## src/rtl/dsp_rdata_ordered_channel.sv

```systemverilog
// dsp_rdata_ordered_channel
// Read-data dispatcher for one master port. R beats from SLV_AMT slave
// ports are buffered in per-slave FIFOs. Bursts are returned strictly in AR
// issue order, which is tracked by an in-order queue of slave IDs. Beats
// reach the master through a registered two-entry output slice.
//
// Ports:
//   ACLK_i, ARESETn_i      clock, asynchronous active-low reset
//   sa_R*_i / sa_RREADY_o  packed per-slave R channels (ready = ~FIFO full)
//   dsp_AR_push_i/slv_id_i push of a target slave ID into the order queue
//   dsp_AR_ready_o         order queue not full
//   m_R*_o / m_RREADY_i    R channel towards the master
//   outst_cnt_o            order queue occupancy
module dsp_rdata_ordered_channel #(
  parameter int SLV_AMT         = 2,
  parameter int DATA_WIDTH      = 32,
  parameter int TRANS_MST_ID_W  = 5,
  parameter int TRANS_RD_RESP_W = 2,
  parameter int SLV_ID_W        = $clog2(SLV_AMT),
  parameter int DSP_RDATA_DEPTH = 16,
  parameter int OUTST_AMT       = 4
) (
  input  logic                                ACLK_i,
  input  logic                                ARESETn_i,
  input  logic [TRANS_MST_ID_W*SLV_AMT-1:0]   sa_RID_i,
  input  logic [DATA_WIDTH*SLV_AMT-1:0]       sa_RDATA_i,
  input  logic [TRANS_RD_RESP_W*SLV_AMT-1:0]  sa_RRESP_i,
  input  logic [SLV_AMT-1:0]                  sa_RLAST_i,
  input  logic [SLV_AMT-1:0]                  sa_RVALID_i,
  output logic [SLV_AMT-1:0]                  sa_RREADY_o,
  input  logic                                dsp_AR_push_i,
  input  logic [SLV_ID_W-1:0]                 dsp_AR_slv_id_i,
  output logic                                dsp_AR_ready_o,
  output logic [TRANS_MST_ID_W-1:0]           m_RID_o,
  output logic [DATA_WIDTH-1:0]               m_RDATA_o,
  output logic [TRANS_RD_RESP_W-1:0]          m_RRESP_o,
  output logic                                m_RLAST_o,
  output logic                                m_RVALID_o,
  input  logic                                m_RREADY_i,
  output logic [$clog2(OUTST_AMT+1)-1:0]      outst_cnt_o
);

  localparam int BEAT_W = TRANS_MST_ID_W + DATA_WIDTH + TRANS_RD_RESP_W + 1;
  localparam int FAW    = $clog2(DSP_RDATA_DEPTH);
  localparam int QAW    = $clog2(OUTST_AMT);
  localparam int CNT_W  = $clog2(OUTST_AMT+1);

  typedef logic [BEAT_W-1:0] beat_t;  // {rid, data, resp, last}

  // Per-slave beat FIFOs
  beat_t          fifo_mem_q [SLV_AMT][DSP_RDATA_DEPTH];
  logic [FAW:0]   fifo_wptr_q [SLV_AMT];
  logic [FAW:0]   fifo_wptr_d [SLV_AMT];
  logic [FAW:0]   fifo_rptr_q [SLV_AMT];
  logic [FAW:0]   fifo_rptr_d [SLV_AMT];
  beat_t          fifo_wdata [SLV_AMT];
  logic [SLV_AMT-1:0] fifo_empty, fifo_full, fifo_wr, fifo_rd;

  // Order queue of target slave IDs
  logic [SLV_ID_W-1:0] oq_mem_q [OUTST_AMT];
  logic [QAW:0]        oq_wptr_q, oq_wptr_d, oq_rptr_q, oq_rptr_d;
  logic                oq_empty, oq_full, oq_push, oq_pop;
  logic [SLV_ID_W-1:0] head_id;

  // Output slice: slc0 is the head and drives the outputs directly
  beat_t      slc0_q, slc0_d, slc1_q, slc1_d;
  logic [1:0] slc_cnt_q, slc_cnt_d;
  logic       slc_pop;

  beat_t head_beat;
  logic  fwd;

  always_comb begin
    for (int unsigned s = 0; s < SLV_AMT; s++) begin
      fifo_empty[s] = (fifo_wptr_q[s] == fifo_rptr_q[s]);
      fifo_full[s]  = (fifo_wptr_q[s][FAW] != fifo_rptr_q[s][FAW]) &&
                      (fifo_wptr_q[s][FAW-1:0] == fifo_rptr_q[s][FAW-1:0]);
      fifo_wdata[s] = {sa_RID_i[s*TRANS_MST_ID_W +: TRANS_MST_ID_W],
                       sa_RDATA_i[s*DATA_WIDTH +: DATA_WIDTH],
                       sa_RRESP_i[s*TRANS_RD_RESP_W +: TRANS_RD_RESP_W],
                       sa_RLAST_i[s]};
    end
  end

  assign sa_RREADY_o = ~fifo_full;
  assign fifo_wr     = sa_RVALID_i & ~fifo_full;

  assign oq_empty       = (oq_wptr_q == oq_rptr_q);
  assign oq_full        = (oq_wptr_q[QAW] != oq_rptr_q[QAW]) &&
                          (oq_wptr_q[QAW-1:0] == oq_rptr_q[QAW-1:0]);
  assign oq_push        = dsp_AR_push_i & ~oq_full;
  assign dsp_AR_ready_o = ~oq_full;
  assign outst_cnt_o    = CNT_W'(oq_wptr_q - oq_rptr_q);

  assign head_id   = oq_mem_q[oq_rptr_q[QAW-1:0]];
  assign head_beat = fifo_mem_q[head_id][fifo_rptr_q[head_id][FAW-1:0]];
  // Only the head slave is ever drained; the slice gates on its current
  // occupancy, so a full slice stalls even while it is popping.
  assign fwd       = ~oq_empty & ~fifo_empty[head_id] & (slc_cnt_q != 2'd2);
  assign oq_pop    = fwd & head_beat[0];
  assign slc_pop   = (slc_cnt_q != 2'd0) & m_RREADY_i;

  always_comb begin
    fifo_rd = '0;
    if (fwd) fifo_rd[head_id] = 1'b1;
    for (int unsigned s = 0; s < SLV_AMT; s++) begin
      fifo_wptr_d[s] = fifo_wptr_q[s] + {{FAW{1'b0}}, fifo_wr[s]};
      fifo_rptr_d[s] = fifo_rptr_q[s] + {{FAW{1'b0}}, fifo_rd[s]};
    end
    oq_wptr_d = oq_wptr_q + {{QAW{1'b0}}, oq_push};
    oq_rptr_d = oq_rptr_q + {{QAW{1'b0}}, oq_pop};
  end

  // fwd implies fewer than two entries, so push+pop only happens with one
  // entry held: the new beat then lands straight in slc0.
  always_comb begin
    slc0_d    = slc0_q;
    slc1_d    = slc1_q;
    slc_cnt_d = slc_cnt_q;
    case ({slc_pop, fwd})
      2'b01: begin
        if (slc_cnt_q == 2'd0) slc0_d = head_beat;
        else                   slc1_d = head_beat;
        slc_cnt_d = slc_cnt_q + 2'd1;
      end
      2'b10: begin
        slc0_d    = slc1_q;
        slc_cnt_d = slc_cnt_q - 2'd1;
      end
      2'b11:   slc0_d = head_beat;
      default: ;
    endcase
  end

  assign {m_RID_o, m_RDATA_o, m_RRESP_o, m_RLAST_o} = slc0_q;
  assign m_RVALID_o = (slc_cnt_q != 2'd0);

  always_ff @(posedge ACLK_i or negedge ARESETn_i) begin
    if (!ARESETn_i) begin
      for (int unsigned s = 0; s < SLV_AMT; s++) begin
        fifo_wptr_q[s] <= '0;
        fifo_rptr_q[s] <= '0;
      end
      oq_wptr_q <= '0;
      oq_rptr_q <= '0;
      slc0_q    <= '0;
      slc1_q    <= '0;
      slc_cnt_q <= '0;
    end else begin
      for (int unsigned s = 0; s < SLV_AMT; s++) begin
        fifo_wptr_q[s] <= fifo_wptr_d[s];
        fifo_rptr_q[s] <= fifo_rptr_d[s];
      end
      oq_wptr_q <= oq_wptr_d;
      oq_rptr_q <= oq_rptr_d;
      slc0_q    <= slc0_d;
      slc1_q    <= slc1_d;
      slc_cnt_q <= slc_cnt_d;
    end
  end

  // Storage arrays carry no reset; pointers define which entries are live.
  always_ff @(posedge ACLK_i) begin
    for (int unsigned s = 0; s < SLV_AMT; s++) begin
      if (fifo_wr[s]) fifo_mem_q[s][fifo_wptr_q[s][FAW-1:0]] <= fifo_wdata[s];
    end
    if (oq_push) oq_mem_q[oq_wptr_q[QAW-1:0]] <= dsp_AR_slv_id_i;
  end

endmodule

```

## config.mk

```make
export PLATFORM = sky130hd
export DESIGN_NAME = dsp_rdata_ordered_channel
export DESIGN_NICKNAME = d
export VERILOG_FILES = /design/src/rtl/dsp_rdata_ordered_channel.sv
export SDC_FILE = /design/constraint.sdc
export NUM_CORES = 2
export LEC_CHECK = 0
export BUFFER_PORTS_ARGS = -buffer_cell sky130_fd_sc_hd__buf_2
export CAP_MARGIN = 10
export CORE_MARGIN = 2
export CORE_UTILIZATION = 34
export CTS_BUF_LIST = sky130_fd_sc_hd__clkbuf_4
export DETAILED_ROUTE_END_ITERATION = 7
export SLEW_MARGIN = 20
export SYNTH_ARGS = -nofsm -noshare
export SYNTH_HDL_FRONTEND = slang
export SYNTH_SLANG_ARGS = --single-unit
```

## constraint.sdc

```tcl
create_clock -name ACLK_i -period 15.7 [get_ports ACLK_i]
set_input_delay 1.57 -clock ACLK_i [delete_from_list [all_inputs] [get_ports ACLK_i]]
set_output_delay 1.57 -clock ACLK_i [all_outputs]
set_load 0.1 [all_outputs]
```

==> impl_metrics.ini <==
[synth]
ys.flop_type = edfxtp_1
synthAdderAreaFrac_pct = 0.400
synthSimpleGateAreaFrac_pct = 3.64
synth-warning-count = 0
synthMuxAreaShare_pct = 13.6
synth_edf_count = 1284
synth_nets = 3089
synth.cell_area_um2 = 55100
synth_xor_area_share_pct = 0.461
synth_top_family_by_area = multiplexers
synthCells = 2985
ys_types = 54
ys_ff_latch = 1392
avgSynthCellArea_um2 = 18.5
async_reset_ff_share_pct = 7.76
yosysSeqAreaShare_pct = 74.9
synth-compound-area-share_pct = 4.93

[routing]
wl_per_cell_um = 24.7
num_vias = 30127
drtIter0Drc = 2874
avgViaCountPerCell = 5.18
routed_wl_mm = 144
firstDrtPassIters = 6
drtAntennaViolNets = 0
post-route-drc-count = 0

[die]
dieArea_um2 = 165000
core-area_um2 = 161000
die_y_um = 407
start_util_pct = 34.3
num_rows = 147
die_w_um = 407
ios = 134

[sta]
drv_slew = 0
slew_headroom_pct = 26.0
setup_violations = 0
finClkSkew_ns = 0.0719
tns_ns = 0
fmax_ghz = 0.189
rsz0062_at_grt = false
hold_viol_final = 0
whs_ns = 0.258
min_period_ns = 5.30
layout_setup_ws_ns = 10.40
worst_pin_slew_ns = 1.08
finalCritPeriodShare_pct = 33.7

[worst_setup_path]
cp.arrival_ns = 3.73
rr_worst_depth = 12
startpoint_type = flop
timing.rr.start = oq_rptr_q[1]
path_buf_inv = 2
max_stage_delay_ns = 0.83
cp.depth = 3
crit_slowest_cell = nor2_2
crit_start = slc_cnt_q[0]
required_ns = 14.13
rr_endpoint = slc0_q[14]
cp-end-kind = output pin
crit_type = flop to output pin
critPathMaxFanout = 22
r2r_slack_ns = 11.24
path_cells = nor2_2, clkinv_1, buf_2
cp_top_family = buffers and inverters
endpoint = m_RVALID_o

[clock_tree]
clock_latency_ns = 1.25
cts_setup_buffers = 0
htree_levels = 5
cts_resized = 0
tritoncts = done
cts_buffers = 379
numClockSinks = 1392
cts_buffer_depth = 4
ctsRootBufferMaster = clkbuf_4
holdBufCountCts = 0
clk_pin_slew_worst_paths_ns = 0.07

[min_path]
hold_class = input port to async pin

[run]
max_cap_viol_count = 0

[power]
finalPower_mw = 12.7
powerDensity_nw_per_um2 = 201
vdd_drop_max_v = 0.000228
p_leak_nw = 21.1

[global_route]
grt_overflow = 0
grt_pass1_wl_mm = 208
grt_max_degree = 97
grt_pass1_vias = 30406
antenna_found_initial = 23
track_usage_pct = 17.3

[place]
routabilityCongestion = 0.818
placed_area_um2 = 58300
place_ws_ns = 10.93
dp_hpwl_mm = 85.5
dp_cells = 5156
port_buffers = 133

[layout]
final_core_util_pct = 39.2
area_growth_syn_to_layout_pct = 14.3
n_fill_cell = 14767
final_area_um2 = 63000
instances_no_fill = 5812
fin_nets = 3482
layout-drive-gt1-share_pct = 32.2
multi_input_area_um2 = 13000
regArea_um2 = 41300

[status]
outcome = finished clean
==> layout make-up <==
cell class | instances | share of cell area, %
inverter | 53 | 0.316
tap | 2160 | 4.29
multi-input combinational | 1355 | 20.6
timing repair buffer | 197 | 1.86
sequential | 1392 | 65.5
clock inverter | 88 | 0.715
clock buffer | 558 | 6.65
antenna | 9 | 0.0358
==> how the worst min path moves through the flow <==
stage | start | endpoint | slack (ns) | depth (start not counted)
final | ARESETn_i | oq_rptr_q[1] | 0.26 | 1
after global routing | ARESETn_i | oq_rptr_q[1] | 0.17 | 1
after CTS | ARESETn_i | oq_wptr_q[0] | 0.12 | 1
after detailed placement | slc1_q[0] | slc1_q[0] | 0.47 | 2
after global placement | slc1_q[0] | slc1_q[0] | 0.46 | 2
after floorplan | slc1_q[0] | slc1_q[0] | 0.45 | 2
==> worst register-to-register path: stages, from the launching register on <==
cell	delay, ns
dfrtp_1	0.51
inv_1	0.08
ha_1	0.30
nand2_1	0.12
o22ai_1	0.55
a211o_1	0.81
nand2_1	0.19
inv_1	0.13
ha_2	0.17
buf_4	0.48
inv_1	0.52
o21ai_0	0.28
o32ai_1	0.11
==> cells in the mapped netlist, types with 28 or more instances <==
| master | n | share of area [%] |
|---|---|---|
| dfrtp_1 | 108 | 4.9 |
| nor2_1 | 154 | 1.0 |
| mux2i_1 | 126 | 2.3 |
| edfxtp_1 | 1284 | 70 |
| clkbuf_1 | 69 | 0.47 |
| a31oi_1 | 43 | 0.49 |
| buf_4 | 30 | 0.41 |
| nand2_1 | 127 | 0.87 |
| inv_1 | 51 | 0.35 |
| nor3_1 | 34 | 0.31 |
| nand2b_1 | 55 | 0.62 |
| mux2_2 | 132 | 2.7 |
| mux4_2 | 210 | 8.6 |
| buf_2 | 71 | 0.64 |
| o21ai_0 | 97 | 0.88 |
| nand3_1 | 45 | 0.41 |
| o22ai_1 | 87 | 0.99 |
| a21oi_1 | 28 | 0.25 |
==> cell usage in the layout (no fill, tap or decap), types with 97 or more instances in the layout <==
master / n
edfxtp_1: 1284
clkbuf_4: 558
mux4_2: 210
mux2_2: 132
buf_2: 132
nor2_1: 128
nand2_1: 127
mux2i_1: 126
dfrtp_1: 102
o21ai_0: 97
==> registers in the layout, summed over array words and instances, names as in the netlist <==
register and cells:
fifo_mem_q 1280, slc0_q 40, slc1_q 40, fifo_rptr_q 10, fifo_wptr_q 10, oq_mem_q 4, oq_rptr_q 3, oq_wptr_q 3
slc_cnt_q 2
==> routing by layer <==
layer / routed length (um) / GRT usage [%] / share of wire (%)
met1: 58600 / 22.5 / 41
met2: 69200 / 27.6 / 48
met3: 10300 / 4.21 / 7.2
met4: 5610 / 7.91 / 3.9
met5: 71 / 0 / 0.049
==> report_power, final <==
part | switching, mW | internal (mW) | total, mW
combinational | 3.07 | 1.53 | 4.60
clock | 1.45 | 1.68 | 3.13
sequential | 0.390 | 4.57 | 4.95
==> cells by family after synthesis <==
group                      Yosys count
xor gates and xnor gates            29
DFF                               1392
and+or+nand+nor                    442
AOI/OAI and AO/OA                  397
muxes                              470
buffers and inverters              238
adders and majority gates           17
Note: power is estimated with default switching activity, not from simulation.
